===== config.mk =====
export PLATFORM = sky130hd
export DESIGN_NAME = parking_gate_ctrl_flat
export DESIGN_NICKNAME = d
export VERILOG_FILES = /design/src/rtl/parking_gate_ctrl_pkg.sv /design/src/rtl/parking_gate_ctrl_if.sv /design/src/rtl/parking_gate_ctrl_bay_counter.sv /design/src/rtl/parking_gate_ctrl.sv /design/src/flat_wrapper.sv
export SDC_FILE = /design/constraint.sdc
export NUM_CORES = 1
export LEC_CHECK = 0
export BUFFER_PORTS_ARGS = -buffer_cell sky130_fd_sc_hd__buf_4
export CAP_MARGIN = 20
export CORE_MARGIN = 2
export CORE_UTILIZATION = 30
export DETAILED_ROUTE_END_ITERATION = 8
export MAX_ROUTING_LAYER = met4
export PLACE_DENSITY = 0.52
export SYNTH_ARGS = -nofsm -noshare
export SYNTH_HDL_FRONTEND = slang
export SYNTH_SLANG_ARGS = --single-unit

===== constraint.sdc =====
create_clock -name clk -period 1.55 [get_ports clk]
set_clock_uncertainty 0.15 [all_clocks]
set_input_delay 0.155 -clock clk [delete_from_list [all_inputs] [get_ports clk]]
set_output_delay 0.155 -clock clk [all_outputs]
set_load 0.01 [all_outputs]

===== src/rtl/parking_gate_ctrl_pkg.sv =====
// Shared definitions for the parking gate controller: state encoding,
// default bay count and display width.
package parking_pkg;

  localparam int NUM_SPACES_DEF = 3;
  localparam int FREE_W         = 2;

  typedef enum logic [1:0] {
    ST_IDLE      = 2'd0,
    ST_WAIT_PASS = 2'd1,
    ST_REJECT    = 2'd2
  } gate_state_e;

  // Seconds counter width: must hold the larger of the two hold times without wrapping.
  function automatic int sec_cnt_width(input int a, input int b);
    int m;
    m = (a > b) ? a : b;
    return (m < 1) ? 1 : $clog2(m + 1);
  endfunction

endpackage


===== src/rtl/parking_gate_ctrl_if.sv =====
// Sensor, lamp and gate signals between the lot hardware and the controller.
interface parking_gate_ctrl_if
  import parking_pkg::*;
#(
  parameter int NUM_SPACES = NUM_SPACES_DEF
) ();

  logic                  tick;
  logic [NUM_SPACES-1:0] occupied;
  logic                  car_arrive;
  logic                  car_passed;
  logic                  gate_open;
  logic                  green;
  logic                  full;
  logic                  admit;
  logic                  timeout;
  logic [FREE_W-1:0]     free_cnt;

  modport master (
    output tick, occupied, car_arrive, car_passed,
    input  gate_open, green, full, admit, timeout, free_cnt
  );

  modport slave (
    input  tick, occupied, car_arrive, car_passed,
    output gate_open, green, full, admit, timeout, free_cnt
  );

endinterface


===== src/rtl/parking_gate_ctrl_bay_counter.sv =====
// Free-bay calculation: bay count minus the number of occupied bays.
// Purely combinational so the display path can reuse it on any registered vector.
module bay_counter
  import parking_pkg::*;
#(
  parameter int NUM_SPACES = NUM_SPACES_DEF
) (
  input  logic [NUM_SPACES-1:0] i_occupied,
  output logic [FREE_W-1:0]     o_free
);

  localparam int POP_W = $clog2(NUM_SPACES + 1);

  logic [POP_W-1:0] w_pop;

  always_comb begin
    w_pop = '0;
    for (int i = 0; i < NUM_SPACES; i++) begin
      w_pop = w_pop + POP_W'(i_occupied[i]);
    end
  end

  assign o_free = FREE_W'(POP_W'(NUM_SPACES) - w_pop);

endmodule


===== src/rtl/parking_gate_ctrl.sv =====
// Entry barrier controller: admits a car when a bay is free, holds the gate
// until the car passes or OPEN_SEC elapses, and shows "full" on rejection.
//   state        | meaning
//   ST_IDLE      | waiting for an arrival; green when a bay is available
//   ST_WAIT_PASS | gate raised, one bay reserved, waiting for the car to pass
//   ST_REJECT    | lot was full at arrival; full lamp held for REJECT_SEC
module parking_gate_ctrl
  import parking_pkg::*;
#(
  parameter int NUM_SPACES = NUM_SPACES_DEF,
  parameter int OPEN_SEC   = 5,
  parameter int REJECT_SEC = 3
) (
  input logic                clk,
  input logic                rst_n,
  parking_gate_ctrl_if.slave gate_bus
);

  localparam int               CNT_W       = sec_cnt_width(OPEN_SEC, REJECT_SEC);
  localparam logic [CNT_W-1:0] OPEN_LAST   = CNT_W'(OPEN_SEC - 1);
  localparam logic [CNT_W-1:0] REJECT_LAST = CNT_W'(REJECT_SEC - 1);

  gate_state_e           r_state;
  gate_state_e           w_state_nxt;
  logic [CNT_W-1:0]      r_cnt;
  logic [NUM_SPACES-1:0] r_occ_q;
  logic                  r_arr_d1;
  logic                  r_arr_d2;
  logic                  r_pas_d1;
  logic                  r_pas_d2;
  logic [FREE_W-1:0]     r_free_cnt;
  logic [FREE_W-1:0]     w_free;
  logic                  w_arrive_edge;
  logic                  w_passed_edge;
  logic                  w_reserved;
  logic                  w_admit;
  logic                  w_timeout;

  // Occupancy resets to all-taken so the lamps show "full" until real sensor data arrives.
  always_ff @(posedge clk or negedge rst_n) begin
    if (!rst_n) begin
      r_occ_q  <= '1;
      r_arr_d1 <= 1'b0;
      r_arr_d2 <= 1'b0;
      r_pas_d1 <= 1'b0;
      r_pas_d2 <= 1'b0;
    end else begin
      r_occ_q  <= gate_bus.occupied;
      r_arr_d1 <= gate_bus.car_arrive;
      r_arr_d2 <= r_arr_d1;
      r_pas_d1 <= gate_bus.car_passed;
      r_pas_d2 <= r_pas_d1;
    end
  end

  assign w_arrive_edge = r_arr_d1 & ~r_arr_d2;
  assign w_passed_edge = r_pas_d1 & ~r_pas_d2;

  bay_counter #(
    .NUM_SPACES (NUM_SPACES)
  ) u_bay_counter (
    .i_occupied (r_occ_q),
    .o_free     (w_free)
  );

  assign w_reserved = (r_state == ST_WAIT_PASS);

  always_ff @(posedge clk or negedge rst_n) begin
    if (!rst_n) begin
      r_free_cnt <= '0;
    end else if (w_reserved) begin
      r_free_cnt <= (w_free == '0) ? '0 : w_free - FREE_W'(1);
    end else begin
      r_free_cnt <= w_free;
    end
  end

  // Cleared throughout IDLE so every WAIT_PASS/REJECT visit starts from zero.
  always_ff @(posedge clk or negedge rst_n) begin
    if (!rst_n) begin
      r_cnt <= '0;
    end else if (r_state == ST_IDLE) begin
      r_cnt <= '0;
    end else if (gate_bus.tick) begin
      r_cnt <= r_cnt + CNT_W'(1);
    end
  end

  always_ff @(posedge clk or negedge rst_n) begin
    if (!rst_n) begin
      r_state <= ST_IDLE;
    end else begin
      r_state <= w_state_nxt;
    end
  end

  always_comb begin
    w_state_nxt = r_state;
    w_admit     = 1'b0;
    w_timeout   = 1'b0;
    case (r_state)
      ST_IDLE: begin
        if (w_arrive_edge) begin
          if (r_free_cnt != '0) begin
            w_state_nxt = ST_WAIT_PASS;
            w_admit     = 1'b1;
          end else begin
            w_state_nxt = ST_REJECT;
          end
        end
      end
      ST_WAIT_PASS: begin
        // A pass on the terminal tick wins over the timeout.
        if (w_passed_edge) begin
          w_state_nxt = ST_IDLE;
        end else if (gate_bus.tick && (r_cnt == OPEN_LAST)) begin
          w_state_nxt = ST_IDLE;
          w_timeout   = 1'b1;
        end
      end
      ST_REJECT: begin
        if (gate_bus.tick && (r_cnt == REJECT_LAST)) begin
          w_state_nxt = ST_IDLE;
        end
      end
      default: begin
        w_state_nxt = ST_IDLE;
      end
    endcase
  end

  assign gate_bus.gate_open = (r_state == ST_WAIT_PASS);
  assign gate_bus.admit     = w_admit;
  assign gate_bus.timeout   = w_timeout;
  assign gate_bus.green     = (r_state == ST_IDLE) && (r_free_cnt != '0);
  assign gate_bus.full      = (w_free == '0) || (r_state == ST_REJECT);
  assign gate_bus.free_cnt  = r_free_cnt;

endmodule

===== src/flat_wrapper.sv =====
// flat-port wrapper written by rule: the top's interface ports become plain ports
module parking_gate_ctrl_flat import parking_pkg::*;
#(
  parameter int NUM_SPACES = NUM_SPACES_DEF,
  parameter int OPEN_SEC   = 5,
  parameter int REJECT_SEC = 3
)
  (clk, rst_n, gate_bus_tick, gate_bus_occupied, gate_bus_car_arrive, gate_bus_car_passed, gate_bus_gate_open, gate_bus_green, gate_bus_full, gate_bus_admit, gate_bus_timeout, gate_bus_free_cnt);
  parking_gate_ctrl_if #(.NUM_SPACES(NUM_SPACES)) gate_bus_i ();
  input logic clk;
  input logic rst_n;
  input wire logic [$bits(gate_bus_i.tick)-1:0] gate_bus_tick;
  input wire logic [$bits(gate_bus_i.occupied)-1:0] gate_bus_occupied;
  input wire logic [$bits(gate_bus_i.car_arrive)-1:0] gate_bus_car_arrive;
  input wire logic [$bits(gate_bus_i.car_passed)-1:0] gate_bus_car_passed;
  output wire logic [$bits(gate_bus_i.gate_open)-1:0] gate_bus_gate_open;
  output wire logic [$bits(gate_bus_i.green)-1:0] gate_bus_green;
  output wire logic [$bits(gate_bus_i.full)-1:0] gate_bus_full;
  output wire logic [$bits(gate_bus_i.admit)-1:0] gate_bus_admit;
  output wire logic [$bits(gate_bus_i.timeout)-1:0] gate_bus_timeout;
  output wire logic [$bits(gate_bus_i.free_cnt)-1:0] gate_bus_free_cnt;
  assign gate_bus_i.tick = gate_bus_tick;
  assign gate_bus_i.occupied = gate_bus_occupied;
  assign gate_bus_i.car_arrive = gate_bus_car_arrive;
  assign gate_bus_i.car_passed = gate_bus_car_passed;
  assign gate_bus_gate_open = gate_bus_i.gate_open;
  assign gate_bus_green = gate_bus_i.green;
  assign gate_bus_full = gate_bus_i.full;
  assign gate_bus_admit = gate_bus_i.admit;
  assign gate_bus_timeout = gate_bus_i.timeout;
  assign gate_bus_free_cnt = gate_bus_i.free_cnt;
  parking_gate_ctrl #(.NUM_SPACES(NUM_SPACES), .OPEN_SEC(OPEN_SEC), .REJECT_SEC(REJECT_SEC)) u_core (.clk(clk), .rst_n(rst_n), .gate_bus(gate_bus_i));
endmodule

# Yosys cells after proc, flatten, opt, wreduce, memory -nomap -nowiden
# Index checks and enable logic that the tools add are counted.
# classes
addsub,5
eq_ne,7
mux,16
bitwise,4
n_reduce_logical,9
# ops
cell,count
$mux W2,7
$mux W1,6
$mux W3,2
$pmux W2 S3,1
$logic_not A2 Y1,2
$ne A2 B1 Y1 const B,2
$reduce_bool A2 Y1,2
$add A3 B1 Y3 const B,1
$eq A3 B2 Y1 const B,1
$eq A3 B3 Y1 const B,1
$logic_and A1 B1 Y1,3
$ne A3 B1 Y1 const B,1
$reduce_and A3 Y1,1
$add A1 B1 Y2,1
$add A2 B1 Y2,1
$and A1 B1 Y1,2
$eq A2 B1 Y1 const B,1
$eq A2 B2 Y1 const B,1
$not A1 Y1,2
$sub A2 B1 Y2 const B,1
$sub A2 B2 Y2 const A,1
$logic_or A1 B1 Y1,1
# totals
register_bits,14
inputBits,8
out_inout_bits,7
wordCells,49

# Longest topological paths before layout
# Gate-level depths: netlist (run 1).
# logic_depth
word_depth,6
depth_mapped,5
depth_no_buf,5

# By module
# A second synthesis (run 1) with hierarchy kept.
# unflattened
cells_unflattened,52
hier_area_um2,613.1
# modules_own_cells
module,n_inst,cells_per_inst,area_each_um2,seq_area_each_um2
parking_gate_ctrl,1,49,585.6,354.1
bay_counter,1,3,27.5,0.0

# Worst setup path after synthesis (run 1)
# OpenSTA, ideal clock, no wires.
# synth_timing
path_kind,register -> output
startpoint,register u_core.r_occ_q[1]
endpoint,output port gate_bus_full
arrival_time_ns,1.293
t_required_ns,1.245
setup_slack_ns,-0.048
path_stages_with_launch,4
n_path_buf,0
path_cell_list,dfstp_2 > inv_1 > fa_1 > o22ai_1
# synth_between
elab_chain_len,5
# synth_lines
element,line_no,source
start: declaration,parking_gate_ctrl.sv:26,logic [NUM_SPACES-1:0] r_occ_q;
start signal: assignment,parking_gate_ctrl.sv:48,r_occ_q <= gate_bus.occupied;
$add A1 B1 Y2,parking_gate_ctrl_bay_counter.sv:19,w_pop = w_pop + POP_W'(i_occupied[i]);
$add A2 B1 Y2,parking_gate_ctrl_bay_counter.sv:19,
$sub A2 B2 Y2,parking_gate_ctrl_bay_counter.sv:23,assign o_free = FREE_W'(POP_W'(NUM_SPACES) - w_pop);
$logic_not A2 Y1,parking_gate_ctrl.sv:136,assign gate_bus.full = (w_free == '0) || (r_state == ST_REJECT);
$logic_or A1 B1 Y1,parking_gate_ctrl.sv:136,
end: declaration,flat_wrapper.sv:18,output wire logic [$bits(gate_bus_i.full)-1:0] gate_bus_full;
# Every way passes these cells.

# Worst setup path in the final report (run 1)
# Same ends and word-level chain as after synthesis.

==> flow_metrics.py, run 1 <==
metrics = {
    "placement": {
        "placedInstanceArea_um2": 757,
        "io_buffer_count": 14,
        "placement.setup.worst_slack_ns": -0.101,
        "hpwlAfterDp_um": 762,
        "gpl.final_weighted_congestion": 0.661,
    },
    "worst_setup_path": {
        "critical_path.max_fanout": 2,
        "timing.critical_path.arrival_ns": 1.61,
        "worst_setup_path_start_kind": "flop",
        "setup.worst_path.start": "u_core.r_occ_q[1]",
        "endpoint_kind": "output port",
        "critical_path_class": "flop to output port",
        "worstReg2RegStart": "u_core.r_occ_q[1]",
        "timing.critical_path.required_ns": 1.24,
    },
    "layout": {
        "mostFrequentLayoutCells": "sky130_fd_sc_hd__buf_4, sky130_fd_sc_hd__dfrtp_1, sky130_fd_sc_hd__dlygate4sd3_1",
        "layout.nets": 99,
        "final_layout_size_suffix_gt1_share_pct": 58.1,
        "antenna-diode-count": 0,
        "most_common_library_cell_in_the_layout_ignoring_fill_and_taps": "sky130_fd_sc_hd__buf_4",
        "post-route-cell-area_um2": 996,
        "area_growth_syn_to_layout_pct": 64.8,
    },
    "timing": {
        "worst-slew-pin-transition_ns": 0.192,
        "fmax_ghz": 0.522,
        "report.final.slew_viol_count": 0,
        "setup_ws_ns": -0.367,
        "finalHoldViolations": 0,
        "slew_headroom_pct": 87.1,
        "report.final.setup_viol": 4,
        "grt_setup_unrepaired": "yes",
        "part_of_the_cycle_the_worst_path_needs_pct": 124,
        "finalWorstPathRequiredPeriod_ns": 1.92,
    },
    "drt": {
        "num_vias": 475,
        "drc": 0,
        "antenna_left": 0,
        "routedWlPerCell_um": 10.6,
        "routed_wirelength_mm": 1.20,
        "drt_iter0_markers": 0,
        "routed_via_density": 4.20,
        "detailedRoute.firstPassIterationCount": 1,
    },
    "synthesis": {
        "post_synth_inst_count": 51,
        "synth_enable_flop_cells": 0,
        "yosys.area.top_type_share_pct": 45.5,
        "synth.net_count": 63,
        "synth-seq-area-share_pct": 58.6,
        "cell_area_after_synthesis_um2": 604,
        "synth.area.top_cells": "sky130_fd_sc_hd__dfrtp_1, sky130_fd_sc_hd__dfstp_2, sky130_fd_sc_hd__ha_1, sky130_fd_sc_hd__inv_1, sky130_fd_sc_hd__fa_1",
        "number_of_distinct_library_cells_after_synthesis": 23,
        "yosys_warnings": 0,
        "postSynth.topFlopCell": "sky130_fd_sc_hd__dfrtp_1",
        "yosys_register_bits": 14,
        "yosysTopAreaCell": "sky130_fd_sc_hd__dfrtp_1",
        "async_reset_ff_share_pct": 100,
        "syn_area_per_cell_um2": 11.8,
    },
    "status": {
        "failed_checks": "setup timing",
        "outcome": "finished, violations left",
    },
    "job": {
        "drv_cap": 0,
    },
    "global_route": {
        "grt_pass1_wl_mm": 2.17,
        "busiest_layer": "met2",
        "first_global_vias": 535,
        "largest_net_degree_at_the_start_of_global_routing": 15,
        "met2_usage_pct": 21.2,
        "gr-usage-met1_pct": 12.7,
        "grt_overflow_total": 0,
        "initial_antenna_violation_count": 0,
        "groute.usage.overall_pct": 12.4,
        "grt_use_met3_pct": 5.83,
    },
    "die": {
        "die_h_um": 48.9,
        "die_area_um2": 2390,
        "start_util_pct": 31.4,
        "core-area_um2": 1920,
        "fp.dieW_um": 48.9,
        "pin_count": 15,
        "rows": 16,
    },
    "clock_network": {
        "cts.path.max_buffers": 2,
        "clock_tree.htree_level_count": 1,
        "cts_inserted_buffers": 3,
        "clkSlewWorstSetupHoldPaths_ns": 0.08,
        "clock-sinks": 14,
        "buffer_type_at_the_clock_tree_root": "sky130_fd_sc_hd__clkbuf_4",
        "tritoncts_clock_tree": "done",
        "clk_latency_ns": 0.27,
    },
    "pwr": {
        "power.static_leakage_nw": 0.463,
        "totalPowerFinal_mw": 1.32,
        "vdd_drop_max_mv": 0.655,
        "power.density_nw_per_um2": 1320,
    },
    "min_path": {
        "holdCritStartpoint": "gate_bus_tick",
        "worst_hold_path_type": "primary input to flop",
    },
}
## through the flow
step	cells	hold WS [ns]	utilization, %	TNS (ns)
after detailed placement	93	-0.134	39.4	-0.229
after CTS	114	0.0198	50.8	-0.533
final	113	0.0394	51.8	-0.543
after floorplan	51	-0.291	-	0
after global routing	113	0.0413	51.8	-0.798
after global placement	93	-0.135	39.4	-0.166
## registers in the layout (all words and copies together), names as in the netlist
register	count
u_core.r_arr_d1	1
u_core.r_state	2
u_core.r_arr_d2	1
u_core.r_pas_d2	1
u_core.gate_bus.free_cnt	2
u_core.r_occ_q	3
u_core.r_pas_d1	1
u_core.r_cnt	3
## final timing paths
check                                               to  slack (ns)  cells past startpoint
max in group asynchronous            u_core.r_occ_q[0]        0.89                      2
setup reg to reg           u_core.gate_bus.free_cnt[1]       -0.10                      4
min in group asynchronous  u_core.gate_bus.free_cnt[0]        0.12                      2
hold / removal                         u_core.r_cnt[0]        0.04                      3
hold reg to reg                        u_core.r_pas_d2        0.23                      0
setup / recovery                         gate_bus_full       -0.37                      4
## report_power, final
part | switching [mW] | total (mW) | internal [mW]
Combinational | 0.246 | 0.568 | 0.322
Sequential | 0.0600 | 0.491 | 0.430
Clock | 0.114 | 0.257 | 0.143
## critical path, stage by stage, from the launching register on
cell and delay, ns:
sky130_fd_sc_hd__dfstp_2 0.53, sky130_fd_sc_hd__inv_2 0.03, sky130_fd_sc_hd__fa_1 0.56, sky130_fd_sc_hd__o22ai_2 0.06, sky130_fd_sc_hd__buf_4 0.14
## synthesized netlist by cell type, drive strengths merged (2+ instances only)
cell type  instances
nand2              4
dfstp              3
o21ai              2
dfrtp             11
ha                 3
inv                8
nor2               6
## cell type report
type,count,area (um2)
Fill cell,194,926
Sequential cell,14,355
Multi-Input combinational cell,29,285
Timing Repair Buffer,31,255
Clock buffer,4,36.3
Tap cell,27,33.8
Inverter,8,30.0
## logic make-up (layout without fill, tap and decap cells)
| logic type | count (synthesis) | after routing | share of synthesized area, % |
|---|---|---|---|
| adder cells (fa/ha/maj) | 4 | 4 | 9.52 |
| AO/OA/AOI/OAI | 6 | 6 | 6.42 |
| AND/OR/NAND/NOR | 16 | 16 | 15.9 |
| XOR/XNOR | 2 | 2 | 2.90 |
| flip-flops | 14 | 14 | 58.6 |
| buffers and inverters | 8 | 43 | 4.97 |
| multiplexers | 1 | 1 | 1.66 |
## what timing repair did
item,CTS,global route
resized for setup,12,7
setup buffers,11,1
pin swaps,6,7
hold buffers,6,0
setup endpoints to repair,5,6
endpoints found under the hold margin,19,0
## per-layer routing
layer / share of wire (%) / up-vias
li1: - / 235
met1: 38 / 228
met2: 56 / 8
met3: 3.8 / 4
met4: 1.9 / 0
met5: 0 / -
No activity file was read; power rests on OpenSTA's default activity.
==> run 2, diff against run 1 <==
--- a/config.mk
+++ b/config.mk
@@ -5,13 +5,14 @@
 export SDC_FILE = /design/constraint.sdc
 export NUM_CORES = 1
 export LEC_CHECK = 0
+export ABC_AREA = 1
 export BUFFER_PORTS_ARGS = -buffer_cell sky130_fd_sc_hd__buf_4
 export CAP_MARGIN = 20
 export CORE_MARGIN = 2
 export CORE_UTILIZATION = 30
 export DETAILED_ROUTE_END_ITERATION = 8
 export MAX_ROUTING_LAYER = met4
-export PLACE_DENSITY = 0.52
+export PLACE_DENSITY = 0.51
 export SYNTH_ARGS = -nofsm -noshare
 export SYNTH_HDL_FRONTEND = slang
 export SYNTH_SLANG_ARGS = --single-unit
==> run 2 against run 1 <==
Net effect: the flow still finishes with violations (setup timing); final area decreased by 3.3%; global-route usage is 2.3 points lower; die area is 4.4% higher; largest power group unchanged; sequential share of layout area rose by 1.2 points; sequential cell count did not move; combinational power increased by 5.1%.
==> flow_metrics.py, run 2 <==
metrics = {
    "global_route": {
        "initial_antenna_violation_count": 0,
        "grt_pass1_wl_mm": 1.80,
        "grt_overflow_total": 0,
        "largest_net_degree_at_the_start_of_global_routing": 15,
        "first_global_vias": 442,
        "groute.usage.overall_pct": 10.1,
    },
    "die": {
        "pin_count": 15,
        "fp.dieW_um": 49.9,
        "rows": 16,
        "core-area_um2": 1980,
        "die_h_um": 49.9,
        "die_area_um2": 2490,
        "start_util_pct": 31.9,
    },
    "timing": {
        "report.final.setup_viol": 3,
        "finalHoldViolations": 0,
        "finalWorstPathRequiredPeriod_ns": 1.90,
        "fmax_ghz": 0.527,
        "hold_slack_ns": 0.0492,
        "grt_setup_unrepaired": "yes",
        "part_of_the_cycle_the_worst_path_needs_pct": 122,
        "setup_ws_ns": -0.348,
        "setup_total_neg_slack_ns": -0.458,
        "report.final.slew_viol_count": 0,
        "slew_headroom_pct": 85.9,
        "worst-slew-pin-transition_ns": 0.211,
    },
    "status": {
        "failed_checks": "setup timing",
        "outcome": "finished, violations left",
    },
    "layout": {
        "mostFrequentLayoutCells": "sky130_fd_sc_hd__buf_4, sky130_fd_sc_hd__dfrtp_1, sky130_fd_sc_hd__nand2_1",
        "layoutNonFillerInstCount": 120,
        "area_growth_syn_to_layout_pct": 52.2,
        "final_layout_size_suffix_gt1_share_pct": 50.5,
        "antenna-diode-count": 0,
        "layout.nets": 106,
        "biggest_regs": "u_core.r_cnt (3), u_core.r_occ_q (3)",
        "fillerInstances": 198,
        "most_common_library_cell_in_the_layout_ignoring_fill_and_taps": "sky130_fd_sc_hd__buf_4",
        "utilization_pct": 48.6,
        "post-route-cell-area_um2": 963,
    },
    "drt": {
        "detailedRoute.firstPassIterationCount": 4,
        "num_vias": 491,
        "routed_via_density": 4.09,
        "drt_iter0_markers": 4,
        "drc": 0,
        "antenna_left": 0,
        "routedWlPerCell_um": 9.65,
        "routed_wirelength_mm": 1.16,
    },
    "clock_network": {
        "clock_tree.htree_level_count": 1,
        "clk_latency_ns": 0.27,
        "cts.path.max_buffers": 2,
        "tritoncts_clock_tree": "done",
        "clock-sinks": 14,
        "clkSlewWorstSetupHoldPaths_ns": 0.08,
        "cts_inserted_buffers": 3,
        "buffer_type_at_the_clock_tree_root": "sky130_fd_sc_hd__clkbuf_4",
    },
    "synthesis": {
        "async_reset_ff_share_pct": 100,
        "syn_area_per_cell_um2": 10.4,
        "post_synth_inst_count": 61,
        "number_of_distinct_library_cells_after_synthesis": 19,
        "synth-seq-area-share_pct": 55.9,
        "yosys.area.top_type_share_pct": 43.5,
        "synth.area.top_cells": "sky130_fd_sc_hd__dfrtp_1, sky130_fd_sc_hd__dfstp_2, sky130_fd_sc_hd__ha_1, sky130_fd_sc_hd__inv_1, sky130_fd_sc_hd__nand2_1",
        "synth.net_count": 73,
        "postSynth.topFlopCell": "sky130_fd_sc_hd__dfrtp_1",
        "yosys_warnings": 0,
        "synthMostInstantiatedCell": "sky130_fd_sc_hd__dfrtp_1",
        "cell_area_after_synthesis_um2": 633,
        "yosys_register_bits": 14,
        "yosysTopAreaCell": "sky130_fd_sc_hd__dfrtp_1",
        "cell_types_with_the_highest_counts_after_synthesis": "sky130_fd_sc_hd__dfrtp_1, sky130_fd_sc_hd__inv_1, sky130_fd_sc_hd__nand2_1, sky130_fd_sc_hd__nor2_1",
        "synth_enable_flop_cells": 0,
    },
    "job": {
        "drv_cap": 0,
    },
    "min_path": {
        "hold_depth": 3,
        "worst_hold_path_type": "primary input to flop",
    },
    "placement": {
        "hpwlAfterDp_um": 786,
        "io_buffer_count": 14,
        "post-place-cells": 103,
        "placement.setup.worst_slack_ns": -0.0575,
        "placedInstanceArea_um2": 779,
        "gpl.final_weighted_congestion": 0.689,
    },
    "worst_setup_path": {
        "endpoint_kind": "output port",
        "critPathMaxStageDelay_ns": 0.53,
        "timing.critical_path.arrival_ns": 1.59,
        "critical_path.cell_chain": "inv_2 > fa_1 > o21ai_1 > buf_4",
        "worst_setup_path_start_kind": "flop",
        "critical_path_class": "flop to output port",
        "timing.critical_path.required_ns": 1.24,
        "cp_slowest_cell": "sky130_fd_sc_hd__dfstp_2",
        "worstRegToRegCells": 6,
        "critical_path.max_fanout": 2,
    },
    "pwr": {
        "totalPowerFinal_mw": 1.35,
        "power.density_nw_per_um2": 1400,
        "power.static_leakage_nw": 0.464,
        "vdd_drop_max_mv": 0.737,
    },
}
[run 2: power breakdown]
group | internal (mW) | leakage [nW] | switching [mW]
registers | 0.436 | 0.167 | 0.0602
clock network | 0.143 | 0.0210 | 0.109
logic | 0.308 | 0.276 | 0.289
total | 0.887 | 0.464 | 0.459
[run 2: routing by layer]
| metal | part of all wire, % | up-vias | global-route usage [%] |
|---|---|---|---|
| met4 | 0.78 | 0 | 2.78 |
| met2 | 54 | 9 | 16.4 |
| li1 | - | 254 | - |
| met3 | 4.1 | 2 | 4.55 |
| met1 | 41 | 226 | 11.3 |
| met5 | 0 | - | - |
[run 2: final timing paths]
path	slack (ns)	end	start
min in group asynchronous	0.11	u_core.r_cnt[2]	rst_n
setup / recovery	-0.35	gate_bus_full	u_core.r_occ_q[1]
max in group asynchronous	0.90	u_core.r_occ_q[1]	rst_n
hold / removal	0.05	u_core.r_cnt[1]	gate_bus_tick
setup reg to reg	-0.07	u_core.gate_bus.free_cnt[0]	u_core.r_occ_q[1]
hold reg to reg	0.23	u_core.r_pas_d2	u_core.r_pas_d1
[run 2: kinds of logic (layout without fill, tap and decap cells)]
family                     after synthesis  in the layout  share of synthesized area, %
buffers and inverters                   11             43                          7.12
xor gates and xnor gates                 1              1                          1.38
AOI/OAI and AO/OA                        8              8                          8.30
adders and majority gates                4              4                          9.09
DFF                                     14             14                          55.9
and+or+nand+nor                         23             23                          18.2
[run 2: cell type report]
type                    instances  area (um2)  share of cell area [%]
clock buffers                   4        36.3                    3.77
flip-flops and latches         14         355                    36.9
inverters                      10        40.0                    4.16
repair buffers                 29         233                    24.2
well taps                      27        33.8                    3.51
multi-input cells              36         265                    27.5
[run 2: repair_timing]
| item | 4_1_cts | 5_1_grt |
|---|---|---|
| gates resized for setup | 6 | 10 |
| hold endpoints to repair | 19 | 0 |
| pin swaps | 5 | 7 |
| buffers inserted | 3 | 5 |
| gates cloned | 0 | 0 |
| endpoints found under the setup margin | 4 | 5 |
| hold buffers | 6 | 0 |
[run 2: critical path, delay by kind of cell (launching register included)]
family,cells,cell delay (ns)
flip-flops,1,0.53
buffers and inverters,2,0.16
adder cells (fa/ha/maj),1,0.48
AO/OA/AOI/OAI,1,0.15
